<file path="config.mk">
export PLATFORM = sky130hd
export DESIGN_NAME = tmr_vote_monitor
export DESIGN_NICKNAME = d
export VERILOG_FILES = /design/src/rtl/tmr_vote_monitor.sv
export SDC_FILE = /design/constraint.sdc
export NUM_CORES = 1
export LEC_CHECK = 0
export ABC_AREA = 0
export CAP_MARGIN = 15
export CORE_UTILIZATION = 35
export CTS_BUF_LIST = sky130_fd_sc_hd__clkbuf_2 sky130_fd_sc_hd__clkbuf_4 sky130_fd_sc_hd__clkbuf_8
export DETAILED_ROUTE_END_ITERATION = 8
export HOLD_SLACK_MARGIN = 0.02
export PLACE_DENSITY = 0.82
export SLEW_MARGIN = 20
export SYNTH_ARGS = -nofsm -noshare
export SYNTH_HDL_FRONTEND = slang
export SYNTH_SLANG_ARGS = --single-unit
</file>
<file path="constraint.sdc">
create_clock -name clk -period 2.2 [get_ports clk]
set_input_delay 0.66 -clock clk [delete_from_list [all_inputs] [get_ports clk]]
set_output_delay 0.66 -clock clk [all_outputs]
set_load 0.1 [all_outputs]
</file>
<file path="src/rtl/tmr_vote_monitor.sv">
// N-channel triple-modular-redundancy voter with sticky error flags, saturating event counter and clear handshake.
// Optional first-failure capture is enabled by defining TMR_VOTE_MONITOR_FIRST_CAPTURE_EN.
module tmr_vote_monitor #(
    parameter int N     = 10,
    parameter int CNT_W = 8
) (
    input  logic             clk,
    input  logic             rst,
    input  logic [N-1:0]     inA,
    input  logic [N-1:0]     inB,
    input  logic [N-1:0]     inC,
    input  logic [N-1:0]     chMask,
    output logic [N-1:0]     outVoted,
    output logic             tmrError,
    output logic [N-1:0]     errFlags,
    output logic [CNT_W-1:0] errCount,
    input  logic             clrReq,
    output logic             clrAck,
    output logic [5:0]       firstIdx,
    output logic             firstValid
);

    typedef enum logic [1:0] {IDLE, CLEAR, ACK, WAIT} clrState_t;

    clrState_t        stateReg, stateNext;
    logic [N-1:0]     maj, mis, umis;
    logic             anyErr, inClear;
    logic [N-1:0]     outVotedReg, errFlagsReg, flagsBase;
    logic             tmrErrorReg, clrAckReg;
    logic [CNT_W-1:0] errCountReg, countBase, countNext;

    genvar gi;
    generate
        for (gi = 0; gi < N; gi++) begin : gChannel
            assign maj[gi] = (inA[gi] & inB[gi]) | (inB[gi] & inC[gi]) | (inA[gi] & inC[gi]);
            assign mis[gi] = (inA[gi] ^ inB[gi]) | (inB[gi] ^ inC[gi]);
        end
    endgenerate

    assign umis    = mis & ~chMask;
    assign anyErr  = |umis;
    assign inClear = (stateReg == CLEAR);

    // Errors arriving during the clear cycle are merged into the freshly cleared state.
    assign flagsBase = inClear ? '0 : errFlagsReg;
    assign countBase = inClear ? '0 : errCountReg;
    assign countNext = (&countBase) ? countBase : countBase + CNT_W'(anyErr);

    always_comb begin
        stateNext = stateReg;
        case (stateReg)
            IDLE:    if (clrReq) stateNext = CLEAR;
            CLEAR:   stateNext = ACK;
            ACK:     stateNext = WAIT;
            WAIT:    if (!clrReq) stateNext = IDLE;
            default: stateNext = IDLE;
        endcase
    end

    always_ff @(posedge clk or posedge rst) begin
        if (rst) begin
            stateReg    <= IDLE;
            outVotedReg <= '0;
            tmrErrorReg <= 1'b0;
            errFlagsReg <= '0;
            errCountReg <= '0;
            clrAckReg   <= 1'b0;
        end else begin
            stateReg    <= stateNext;
            outVotedReg <= maj;
            tmrErrorReg <= anyErr;
            errFlagsReg <= flagsBase | umis;
            errCountReg <= countNext;
            clrAckReg   <= (stateNext == ACK);
        end
    end

    assign outVoted = outVotedReg;
    assign tmrError = tmrErrorReg;
    assign errFlags = errFlagsReg;
    assign errCount = errCountReg;
    assign clrAck   = clrAckReg;

`ifdef TMR_VOTE_MONITOR_FIRST_CAPTURE_EN
    logic [5:0] lowIdx, firstIdxReg;
    logic       firstValidReg;

    always_comb begin
        lowIdx = '0;
        for (int j = N - 1; j >= 0; j--) begin
            if (umis[j]) lowIdx = 6'(j);
        end
    end

    // A new capture in the clear cycle wins over the clear itself.
    always_ff @(posedge clk or posedge rst) begin
        if (rst) begin
            firstIdxReg   <= '0;
            firstValidReg <= 1'b0;
        end else if (anyErr && (inClear || !firstValidReg)) begin
            firstIdxReg   <= lowIdx;
            firstValidReg <= 1'b1;
        end else if (inClear) begin
            firstIdxReg   <= '0;
            firstValidReg <= 1'b0;
        end
    end

    assign firstIdx   = firstIdxReg;
    assign firstValid = firstValidReg;
`else
    assign firstIdx   = '0;
    assign firstValid = 1'b0;
`endif

endmodule
</file>
# Word-level counts from Yosys, hierarchy flattened
# Index checks and enable logic that the tools add are counted.
[totals]
register_bits = 32
input_bits = 43
output_inout_bits = 37
[classes]
addsub = 1
n_eq_ne = 4
muxes = 6
bitwise_logic = 83
reduce_logical = 3
[ops]
columns = ["operator", "n"]
rows = [
  ["bitwise AND 1 bit", 30],
  ["bitwise OR 1 bit", 30],
  ["XOR 1 bit", 20],
  ["2-to-1 mux 8 bit", 2],
  ["bitwise AND 10 bit", 1],
  ["2-to-1 mux 10 bit", 1],
  ["inverter 10 bit", 1],
  ["bitwise OR 10 bit", 1],
  ["OR reduction 10 bit", 1],
  ["adder 8 x 1 -> 8 bit", 1],
  ["case mux 2 bit (4 select lines)", 1],
  ["AND reduction 8 bit", 1],
  ["equality test 2 bit, second input constant", 3],
  ["2-to-1 mux 2 bit", 2],
  ["equality test 2 x 1 -> 1 bit, second input constant", 1],
  ["logical NOT 2 bit", 1],
]

# Depth between registers and ports, before layout
# Gate-level depths: netlist (run 1).
[depth]
ltp_word = 6
mapped_depth = 9
depth_no_buf = 9

# Least setup slack after synthesis (run 1)
# OpenSTA, ideal clock, no wires.
[synth_path]
path_kind = "input to register"
start = "input port inA[1]"
end = "register errCountReg[6] (netlist: errCount[6])"
setup_ps = 87
arrival_time_ps = 2477
path_slack_ps = -364
cell_stages = 9
n_path_buf = 0
path_cell_list = "ha_1 -> o21bai_1 -> nand4_1 -> or3_1 -> ha_1 -> ha_1 -> and3_2 -> and4bb_1 -> nor3_1"
[synth_between]
elab_chain_cells = 6
[synth_lines]
columns = ["element", "line_no", "source"]
rows = [
  ["start, declared", "9", "input logic [N-1:0] inA,"],
  ["XOR 1 bit", "36", "assign mis[gi] = (inA[gi] ^ inB[gi]) | (inB[gi] ^ inC[gi]);"],
  ["bitwise OR 1 bit", "36", ""],
  ["bitwise AND 10 bit", "40", "assign umis = mis & ~chMask;"],
  ["OR reduction 10 bit", "41", "assign anyErr = |umis;"],
  ["named net anyErr", "27", "logic anyErr, inClear;"],
  ["adder 8 x 1 -> 8 bit", "47", "assign countNext = (&countBase) ? countBase : countBase + CNT_W'(anyErr);"],
  ["2-to-1 mux 8 bit", "47", ""],
  ["named net countNext[6]", "30", "logic [CNT_W-1:0] errCountReg, countBase, countNext;"],
  ["end signal, assigned", "73", "errCountReg <= countNext;"],
  ["end, declared", "30", ""],
]
# The timed path passes the listed nets, and every way through them passes these cells.

# Final worst setup path (run 1)
[layout_path]
start = "input port inB[5]"
end = "register errCountReg[6] (netlist: errCount[6])"
[layout_between]
elab_chain_cells = 6
elab_cells_between_ends = 7
[layout_lines]
columns = ["element", "line_no", "source"]
rows = [
  ["start, declared", "10", "input logic [N-1:0] inB,"],
  ["XOR 1 bit", "36", ""],
  ["bitwise OR 1 bit *", "36", ""],
  ["bitwise AND 10 bit *", "40", ""],
  ["OR reduction 10 bit *", "41", ""],
  ["named net anyErr", "27", ""],
  ["adder 8 x 1 -> 8 bit *", "47", ""],
  ["2-to-1 mux 8 bit *", "47", ""],
  ["named net countNext[6]", "30", ""],
]
# Mark *: on every way through the listed nets, which the timed path passes. The rest lies on a longest branch.

==> results of run 1 <==
==> repair_timing <==
| action | CTS | global route |
|---|---|---|
| resized for setup | 168 | 19 |
| setup endpoints to repair | 8 | 4 |
| pin swaps | 33 | 16 |
| setup buffers | 12 | 0 |
==> worst max-delay path by stage <==
stage / start / to / depth (start not counted)
6_report: inB[5] / errCount[6]$_DFF_PP0_ / 10
5_1_grt: inA[7] / errCount[6]$_DFF_PP0_ / 10
4_1_cts: inB[1] / errCount[6]$_DFF_PP0_ / 10
3_5_place_dp: inB[4] / errCount[6]$_DFF_PP0_ / 10
3_3_place_gp: inB[4] / errCount[6]$_DFF_PP0_ / 10
2_1_floorplan: inA[4] / errCount[6]$_DFF_PP0_ / 9
==> report_power, final <==
group | switching, mW | total [mW] | internal (mW)
Combinational | 1.63 | 2.31 | 0.680
Clock | 0.204 | 0.484 | 0.279
Sequential | 0.152 | 0.917 | 0.765
==> routing by layer <==
layer  global-route usage, %  wire (um)
met2                    33.1       2060
met1                    19.4       1550
met3                    4.56        270
met4                    6.67         65
met5                       0          0
==> layout by cell type (no fill, tap or decap), drive strengths merged, types with 7 or more instances in the layout <==
| master | n |
|---|---|
| o21bai | 10 |
| dlygate4sd2 | 8 |
| clkbuf | 8 |
| conb | 7 |
| a211o | 10 |
| dfrtp | 32 |
| ha | 22 |
| nand2 | 24 |
| buf | 78 |
==> cell families after synthesis <==
logic type | Yosys count | synth area share, %
AND/OR/NAND/NOR | 41 | 12.9
AO/OA/AOI/OAI | 35 | 16.8
flip-flops | 32 | 48.7
adder cells (fa/ha/maj) | 22 | 16.7
buffers and inverters | 13 | 4.71
other | 1 | 0.228
==> layout make-up <==
cell class	instances	area [um^2]	area share [%]
sequential	32	801	26.5
clock buffer	8	97.6	3.23
multi-input combinational	105	1220	40.3
timing repair buffer	90	826	27.3
inverter	4	15.0	0.496
tap	52	65.1	2.15
==> metrics by stage <==
step                TNS (ps)  instances  hold slack [ps]  utilization, %
detailed placement     -6410        271              464            59.2
global placement       -6010        271              459            59.2
finish                 -48.3        291              479            68.0
floorplan               -496        150              447               -
global route            -145        291              498            68.0
CTS                     -134        291              480            67.1
==> registers in the layout, indices dropped and copies added (netlist names) <==
register	cells
stateReg	2
tmrError	1
errFlags	10
clrAck	1
errCount	8
outVoted	10
==> worst reg2reg max path, delay by kind of cell (launching register included) <==
family                     cells  cell delay [ps]
DFF                            1              370
buffers and inverters          1              180
and+or+nand+nor                5              810
adders and majority gates      1              160
==> summary.md, run 1 <==
| Metric | Value |
|---|---|
| Lkg Pwr | `1.38 nW` |
| Hold-fix buffers at CTS | `0` |
| Worst path bufs/invs | `1` |
| Die width | `70.6 um` |
| PortBufs | `72` |
| Async set or reset register ratio after synthesis | `100%` |
| Most used cell, CP | `ha_4` |
| Netlist cell types | `30` |
| Hold endpoint | `errFlags[2]$_DFF_PP0_` |
| First-pass GRT wire length | `6870 um` |
| Worst path max stage delay | `400 ps` |
| Count leader, synth | `dfrtp_1` |
| CP max-delay cell | `or3_4` |
| CP required | `2410 ps` |
| Area leader, netlist | `dfrtp_1` |
| Vias per inst | `4.96` |
| RR Startpoint | `stateReg[1]$_DFF_PP0_` |
| Final net count | `303` |
| N_diodes | `0` |
| DP HPWL | `2840 um` |
| Main synth FF type | `dfrtp_1` |
| Top cells by area, synth | `dfrtp_1 49%, ha_1 17%, nand2_1 5.5%` |
| Cell count after synthesis | `144` |
| Max Slew Vio Count | `0` |
| Post-DR wirelength/cell | `13.6 um` |
| Layout area overhead | `83.8%` |
| GRT Overall Usage | `17.7%` |
| Initial Utilization | `37.0%` |
| Dpl ws | `-918 ps` |
| Final setup fails | `1` |
| Initial DRC count | `74` |
| Reg2Reg Setup Slack | `630 ps` |
| Clk_lat worst skew | `280 ps` |
| Layout fillers | `341` |
| Share of the synthesized area in the top cell type | `48.7%` |
| Clock buffer depth | `2` |
| Crit path DAT | `2460 ps` |
| Synth Warn # | `0` |
| DRC viols | `12` |
| Seq/Total Area, Yosys | `48.7%` |
| #FFs+latches synth | `32` |
| Final Routed Wirelength | `3950 um` |
| I/O pin total | `80` |
| # H-tree levels | `2` |
| Hold Path Stages | `2` |
| Worst clock skew | `3.31 ps` |
| Hold Crit Class | `reg2reg` |
| Detailed-router iteration count before antenna repair | `6` |
| Die Y | `70.6 um` |
| Fin crit share | `102%` |
| Vias in the first global route | `1527` |
| Largest net degree at the start of global routing | `33` |
| Commonest cells in the netlist | `32 x dfrtp_1, 24 x nand2_1, 22 x ha_1` |
| Global route overflow | `0` |
| Pwr Density | `1230 nW/um^2` |
| Fmax | `445 MHz` |
| Critical-path cell list | `buf_4 -> ha_4 -> o21bai_4 -> nand4_1 -> or3_4 -> ha_4 -> ha_4 -> and3_4 -> and4bb_1 -> nor3_2` |
| Std cell rows | `24` |
| Total of max-cap violations | `0` |
| DP Area | `2630 um^2` |
| CP endpoint kind | `flop` |
| Setup slack after layout | `-48.3 ps` |
| Synthesized area | `1650 um^2` |
| Root Buffer Master | `clkbuf_8` |
| Fin crit period | `2250 ps` |
| Failing checks | `DRC, setup timing` |
| Antenna viol nets, final | `0` |
| Die area | `4980 um^2` |
| Fin area | `3020 um^2` |
| Power Total | `3.71 mW` |
| Worst VDD drop | `0.828 mV` |
| Total core area | `4440 um^2` |
| HP Start | `errFlags[2]$_DFF_PP0_` |
| Crit start category | `primary input` |
| Post-synth EDFFs | `0` |
| RSZ-0062 raised after global routing | `yes` |
| Register-to-Register Path Depth | `7` |
| CP max FO | `4` |
| CP delay by family, top | `simple AND/OR/NAND/NOR gates` |
| Layout cells sized above 1 | `55.6%` |
| Clock slew at reported path FFs | `60 ps` |
| CTS tree | `built` |
| WS Path Type | `in2reg` |
| Worst R2R End | `errCount[6]$_DFF_PP0_` |
| Initial antenna violation count | `0` |
| Hold Vio Cnt, Final | `0` |
| Clock sink total | `32` |
| Status | `complete, but fails checks` |
| Via count | `1442` |
| GP Congestion | `0.831` |
| Inserted Clock Buffers | `5` |
| Synth Area per Inst | `11.4 um^2` |
Note: power is estimated with default switching activity, not from simulation.
==> inputs of run 2 (changes only) <==
--- a/config.mk
+++ b/config.mk
@@ -8,9 +8,9 @@
 export ABC_AREA = 0
 export CAP_MARGIN = 15
 export CORE_UTILIZATION = 35
-export CTS_BUF_LIST = sky130_fd_sc_hd__clkbuf_2 sky130_fd_sc_hd__clkbuf_4 sky130_fd_sc_hd__clkbuf_8
+export CTS_BUF_LIST = sky130_fd_sc_hd__clkbuf_8
 export DETAILED_ROUTE_END_ITERATION = 8
-export HOLD_SLACK_MARGIN = 0.02
+export HOLD_SLACK_MARGIN = 0.1
 export PLACE_DENSITY = 0.82
 export SLEW_MARGIN = 20
 export SYNTH_ARGS = -nofsm -noshare
==> run 2 against run 1 <==
Compared with the run above: die area unchanged; sequential share of layout area up 0.066 points; the run still ends with DRC, setup timing left; critical endpoint unchanged; hold slack unchanged; sequential power about the same; largest power group unchanged; count of clock-buffer cells in the layout down 2; highest routed layer unchanged; clock skew up 2.9 ps; wire length up 0.33%; largest cell class unchanged; first-iteration DRC count up 23%.
==> summary.md, run 2 (synthesized netlist as in run 1, its figures left out) <==
| Metric | Value |
|---|---|
| Max Slew Vio Count | `0` |
| Worst VDD drop | `0.829 mV` |
| I/O pin total | `80` |
| Crit path DAT | `2460 ps` |
| HP Start | `errFlags[2]$_DFF_PP0_` |
| Global route overflow | `0` |
| Final core occ | `67.9%` |
| Worst clock skew | `6.17 ps` |
| Hold endpoint | `errFlags[2]$_DFF_PP0_` |
| Commonest non-fill, non-tap cell in the layout | `buf_4` |
| Sequential share of power | `24.9%` |
| Register-to-Register Path Depth | `7` |
| Die width | `70.6 um` |
| GRT Overall Usage | `17.7%` |
| PortBufs | `72` |
| Worst R2R End | `errCount[6]$_DFF_PP0_` |
| Vias per inst | `4.92` |
| Fin crit period | `2240 ps` |
| DP HPWL | `2840 um` |
| Layout area overhead | `83.3%` |
| Antenna viol nets, final | `0` |
| Status | `complete, but fails checks` |
| Final net count | `303` |
| Pwr Density | `1220 nW/um^2` |
| # H-tree levels | `2` |
| Crit start category | `primary input` |
| Hold slack | `479 ps` |
| Failing checks | `DRC, setup timing` |
| RSZ-0062 raised after global routing | `yes` |
| Final setup fails | `1` |
| Vias in the first global route | `1527` |
| Root Buffer Master | `clkbuf_8` |
| Die area | `4980 um^2` |
| CP endpoint kind | `flop` |
| Die Y | `70.6 um` |
| Post-DR wirelength/cell | `13.6 um` |
| Initial antenna violation count | `0` |
| Total of max-cap violations | `0` |
| DP Area | `2630 um^2` |
| Setup slack after layout | `-44.4 ps` |
| CP max FO | `4` |
| Inserted Clock Buffers | `5` |
| Clk_lat worst skew | `280 ps` |
| Combinational Power Share | `62.8%` |
| Final Routed Wirelength | `3970 um` |
| Detailed-router iteration count before antenna repair | `6` |
| Std cell rows | `24` |
| Reg2Reg Setup Slack | `630 ps` |
| RR Startpoint | `stateReg[1]$_DFF_PP0_` |
| Clock buffer depth | `2` |
| CP required | `2410 ps` |
| Lkg Pwr | `1.39 nW` |
| Hold Vio Cnt, Final | `0` |
| Switch Pwr | `1.99 mW` |
| WS Path Type | `in2reg` |
| CTS tree | `built` |
| Largest net degree at the start of global routing | `33` |
| Clock Power Share | `12.3%` |
| Hold Crit Class | `reg2reg` |
| Via count | `1433` |
| Int Power | `1.69 mW` |
| Fin crit share | `102%` |
| Clock sink total | `32` |
| Clock slew at reported path FFs | `70 ps` |
| Initial Utilization | `37.0%` |
| N_diodes | `0` |
| Hold Path Stages | `2` |
| Fin area | `3020 um^2` |
| Total core area | `4440 um^2` |
| Commonest cells after routing, fill and taps aside | `42 x buf_4, 32 x dfrtp_1, 23 x nand2_1` |
| GP Congestion | `0.831` |
| Initial DRC count | `91` |
| Dpl ws | `-918 ps` |
| First-pass GRT wire length | `6870 um` |
| Layout cells sized above 1 | `54.8%` |
| Fmax | `446 MHz` |
| DRC viols | `12` |
| Switching share of power | `54.1%` |
## run 2: changes by cell type in the layout (fill, tap and decap cells not counted), sizes merged
cell	previous run	this run
clkbuf	8	6
inv	4	6
## run 2: routing by layer
| layer | global-route usage, % | wire length, um | vias up |
|---|---|---|---|
| met5 | 0 | 0 | - |
| met4 | 6.67 | 65 | 0 |
| met3 | 4.56 | 270 | 8 |
| met2 | 33.1 | 2060 | 49 |
| met1 | 19.4 | 1570 | 681 |
| li1 | - | - | 695 |
## run 2: worst max path at each step
stage | start | endpoint | cells after the start
after global placement | inB[4] | errCount[6]$_DFF_PP0_ | 10
final | inB[5] | errCount[6]$_DFF_PP0_ | 10
after CTS | inB[1] | errCount[6]$_DFF_PP0_ | 10
after global routing | inA[7] | errCount[6]$_DFF_PP0_ | 10
after detailed placement | inB[4] | errCount[6]$_DFF_PP0_ | 10
after floorplan | inA[4] | errCount[6]$_DFF_PP0_ | 9
## run 2: cell type report
class | instances | area (um^2)
multi-input combinational | 105 | 1220
timing repair buffer | 90 | 826
tap | 52 | 65.1
clock inverter | 2 | 7.51
inverter | 4 | 15.0
fill | 341 | 1430
sequential | 32 | 801
clock buffer | 6 | 82.6
## run 2: power groups by stage
stage	Sequential, mW	Combinational (mW)	Clock [mW]
floorplan	2.02	0.474	0
global placement	0.917	2.18	0
detailed placement	0.919	2.21	0
CTS	0.913	2.30	0.465
global route	0.941	2.43	0.494
finish	0.916	2.31	0.454
## run 2: timing repair
action	4_1_cts	5_1_grt
pin swaps	33	16
hold buffers	0	0
setup buffers	12	0
resized for setup	168	19
endpoints found under the setup margin	8	4
## run 2: stage by stage
stage | instances | TNS [ps] | power, mW
floorplan | 150 | -496 | 2.49
global placement | 271 | -6010 | 3.10
detailed placement | 271 | -6410 | 3.13
CTS | 291 | -133 | 3.67
global route | 291 | -144 | 3.86
finish | 291 | -44.4 | 3.68
## run 2: worst max-delay path, stage by stage
cell,delay [ps]
buf_4,130
ha_4,220
o21bai_4,140
nand4_1,130
or3_4,400
ha_4,180
ha_4,150
and3_4,160
and4bb_1,200
nor3_2,90
==> inputs of run 3 (changes only) <==
==> constraint.sdc (replaced) <==
create_clock -name clk -period 2.4 [get_ports clk]
set_input_delay 0.72 -clock clk [delete_from_list [all_inputs] [get_ports clk]]
set_output_delay 0.72 -clock clk [all_outputs]
set_load 0.1 [all_outputs]
==> run 3 against run 2 <==
Compared with the run above: combinational power is 14% lower; the run ends with DRC left; hold slack lost 0.61 ps; first-iteration DRC count down 1.1%; register-to-register slack better by 20 ps; sequential share of layout area rose by 1.8 points; setup slack improved by 75 ps; global-route usage fell by 0.061 points; cell area is 6.2% lower; clock skew down 2.9 ps; critical path type unchanged.
==> summary.md, run 3 (synthesized netlist as in run 1, its figures left out) <==
| Metric | Value |
|---|---|
| Status | `complete, but fails checks` |
| Failing checks | `DRC` |
| Worst path max stage delay | `390 ps` |
| DP Area | `2500 um^2` |
| Worst VDD drop | `0.647 mV` |
| DP HPWL | `2780 um` |
| Worst Setup EP | `errCount[6]$_DFF_PP0_` |
| Layout cells sized above 1 | `52.7%` |
| Clk_lat worst skew | `280 ps` |
| # H-tree levels | `2` |
| CP required | `2600 ps` |
| Antenna viol nets, final | `0` |
| Max Slew Vio Count | `0` |
| Global route overflow | `0` |
| Register-to-Register Path Depth | `7` |
| Fmax | `422 MHz` |
| Commonest non-fill, non-tap cell in the layout | `buf_4` |
| RR Startpoint | `stateReg[1]$_DFF_PP0_` |
| Crit start category | `primary input` |
| CP max FO | `4` |
| Crit path DAT | `2570 ps` |
| CTS tree | `built` |
| Number of cells on the critical path | `10` |
| I/O pin total | `80` |
| Initial DRC count | `90` |
| Power Total | `3.18 mW` |
| Dpl ws | `-772 ps` |
| Final net count | `302` |
| Worst path bufs/invs | `1` |
| Detailed-router iteration count before antenna repair | `6` |
| Die width | `70.6 um` |
| Std cell rows | `24` |
| Initial Utilization | `37.0%` |
| Clock buffer depth | `2` |
| WS Path Type | `in2reg` |
| Root Buffer Master | `clkbuf_8` |
| Lkg Pwr | `1.33 nW` |
| Final Routed Wirelength | `3980 um` |
| Reg2Reg Setup Slack | `650 ps` |
| Vias in the first global route | `1500` |
| DRC viols | `12` |
| CP endpoint kind | `flop` |
| Clock slew at reported path FFs | `60 ps` |
| Die area | `4980 um^2` |
| Commonest cells after routing, fill and taps aside | `49 x buf_4, 32 x dfrtp_1, 24 x nand2_1` |
| CP max-delay cell | `or3_4` |
| Die Y | `70.6 um` |
| Total of max-cap violations | `0` |
| Hold Crit Class | `reg2reg` |
| Post-DR wirelength/cell | `13.8 um` |
| First-pass GRT wire length | `6800 um` |
| Clock sink total | `32` |
| PortBufs | `72` |
| Initial antenna violation count | `0` |
| Worst R2R End | `errCount[6]$_DFF_PP0_` |
| Fin crit share | `98.7%` |
| Via count | `1420` |
| Critical-path cell list | `clkdlybuf4s15_2 -> ha_4 -> o21bai_4 -> nand4_1 -> or3_4 -> ha_4 -> ha_4 -> and3_4 -> and4bb_1 -> nor3_2` |
| Setup slack after layout | `30.8 ps` |
| Inserted Clock Buffers | `5` |
| Fin crit period | `2370 ps` |
| Largest net degree at the start of global routing | `33` |
| Hold Vio Cnt, Final | `0` |
| N_diodes | `0` |
| CP delay by family, top | `simple AND/OR/NAND/NOR gates` |
| Hold-fix buffers at CTS | `0` |
| Pwr Density | `1130 nW/um^2` |
| Most used cell, CP | `ha_4` |
| GRT Overall Usage | `17.7%` |
| Layout area overhead | `71.9%` |
| GP Congestion | `0.837` |
| Fin area | `2830 um^2` |
| Vias per inst | `4.91` |
| Final setup fails | `0` |
| Total core area | `4440 um^2` |
| Worst clock skew | `3.28 ps` |
| Worst Setup SP | `inC[4]` |
-- run 3: cell count changes in the layout (fill, tap and decap cells not counted), sizes merged --
cell           before  now
buf                78   74
clkdlybuf4s15       0    2
clkdlybuf4s50       2    4
clkinv              0    1
dlygate4sd2         8    5
dlymetal6s2s        2    3
inv                 6    5
-- run 3: worst register-to-register path, cell delays in order, from the launching register on --
cell	delay [ps]
dfrtp_1	370
nand2b_1	250
and2_1	250
ha_4	180
ha_4	160
and3_4	150
and4bb_1	200
nor3_2	110
-- run 3: metrics by stage --
step / util [%] / hold WS [ps] / TNS (ps) / instances
4_1_cts: 63.5 / 480 / 0 / 288
3_3_place_gp: 56.4 / 459 / -4800 / 269
3_5_place_dp: 56.4 / 464 / -5260 / 269
6_report: 63.7 / 479 / 0 / 289
2_1_floorplan: - / 447 / -54.7 / 150
5_1_grt: 63.7 / 524 / -36.9 / 289
-- run 3: worst min path at each step --
stage,startpoint,to,slack [ps],cells past startpoint
2_1_floorplan,stateReg[0]$_DFF_PP0_,stateReg[0]$_DFF_PP0_,450,1
3_3_place_gp,errFlags[3]$_DFF_PP0_,errFlags[3]$_DFF_PP0_,460,2
3_5_place_dp,errFlags[8]$_DFF_PP0_,errFlags[8]$_DFF_PP0_,460,2
4_1_cts,errFlags[8]$_DFF_PP0_,errFlags[8]$_DFF_PP0_,480,2
5_1_grt,errFlags[6]$_DFF_PP0_,errFlags[6]$_DFF_PP0_,520,2
6_report,errFlags[8]$_DFF_PP0_,errFlags[8]$_DFF_PP0_,480,2
-- run 3: cell type report --
class,count,area (um^2)
clock inverter,2,8.76
multi-input combinational,105,1200
sequential,32,801
clock buffer,5,68.8
inverter,4,15.0
timing repair buffer,89,673
fill,359,1620
tap,52,65.1
-- run 3: timing repair --
item | CTS | global route
buffers inserted | 12 | 1
pin swaps | 27 | 16
setup endpoints to repair | 8 | 2
hold endpoints to repair | 0 | 0
resized for setup | 142 | 20
-- run 3: power by group --
part | switching (mW) | internal, mW
Clock | 0.187 | 0.192
Combinational | 1.47 | 0.512
Sequential | 0.118 | 0.702
Total | 1.78 | 1.41
-- run 3: per-layer routing --
| metal | vias to the layer above | part of all wire [%] | track usage, % |
|---|---|---|---|
| met1 | 666 | 40 | 21.6 |
| met2 | 54 | 51 | 30.9 |
| li1 | 695 | - | - |
| met4 | 0 | 1.1 | 4.67 |
| met3 | 5 | 7.3 | 5.13 |
| met5 | - | 0 | 0 |
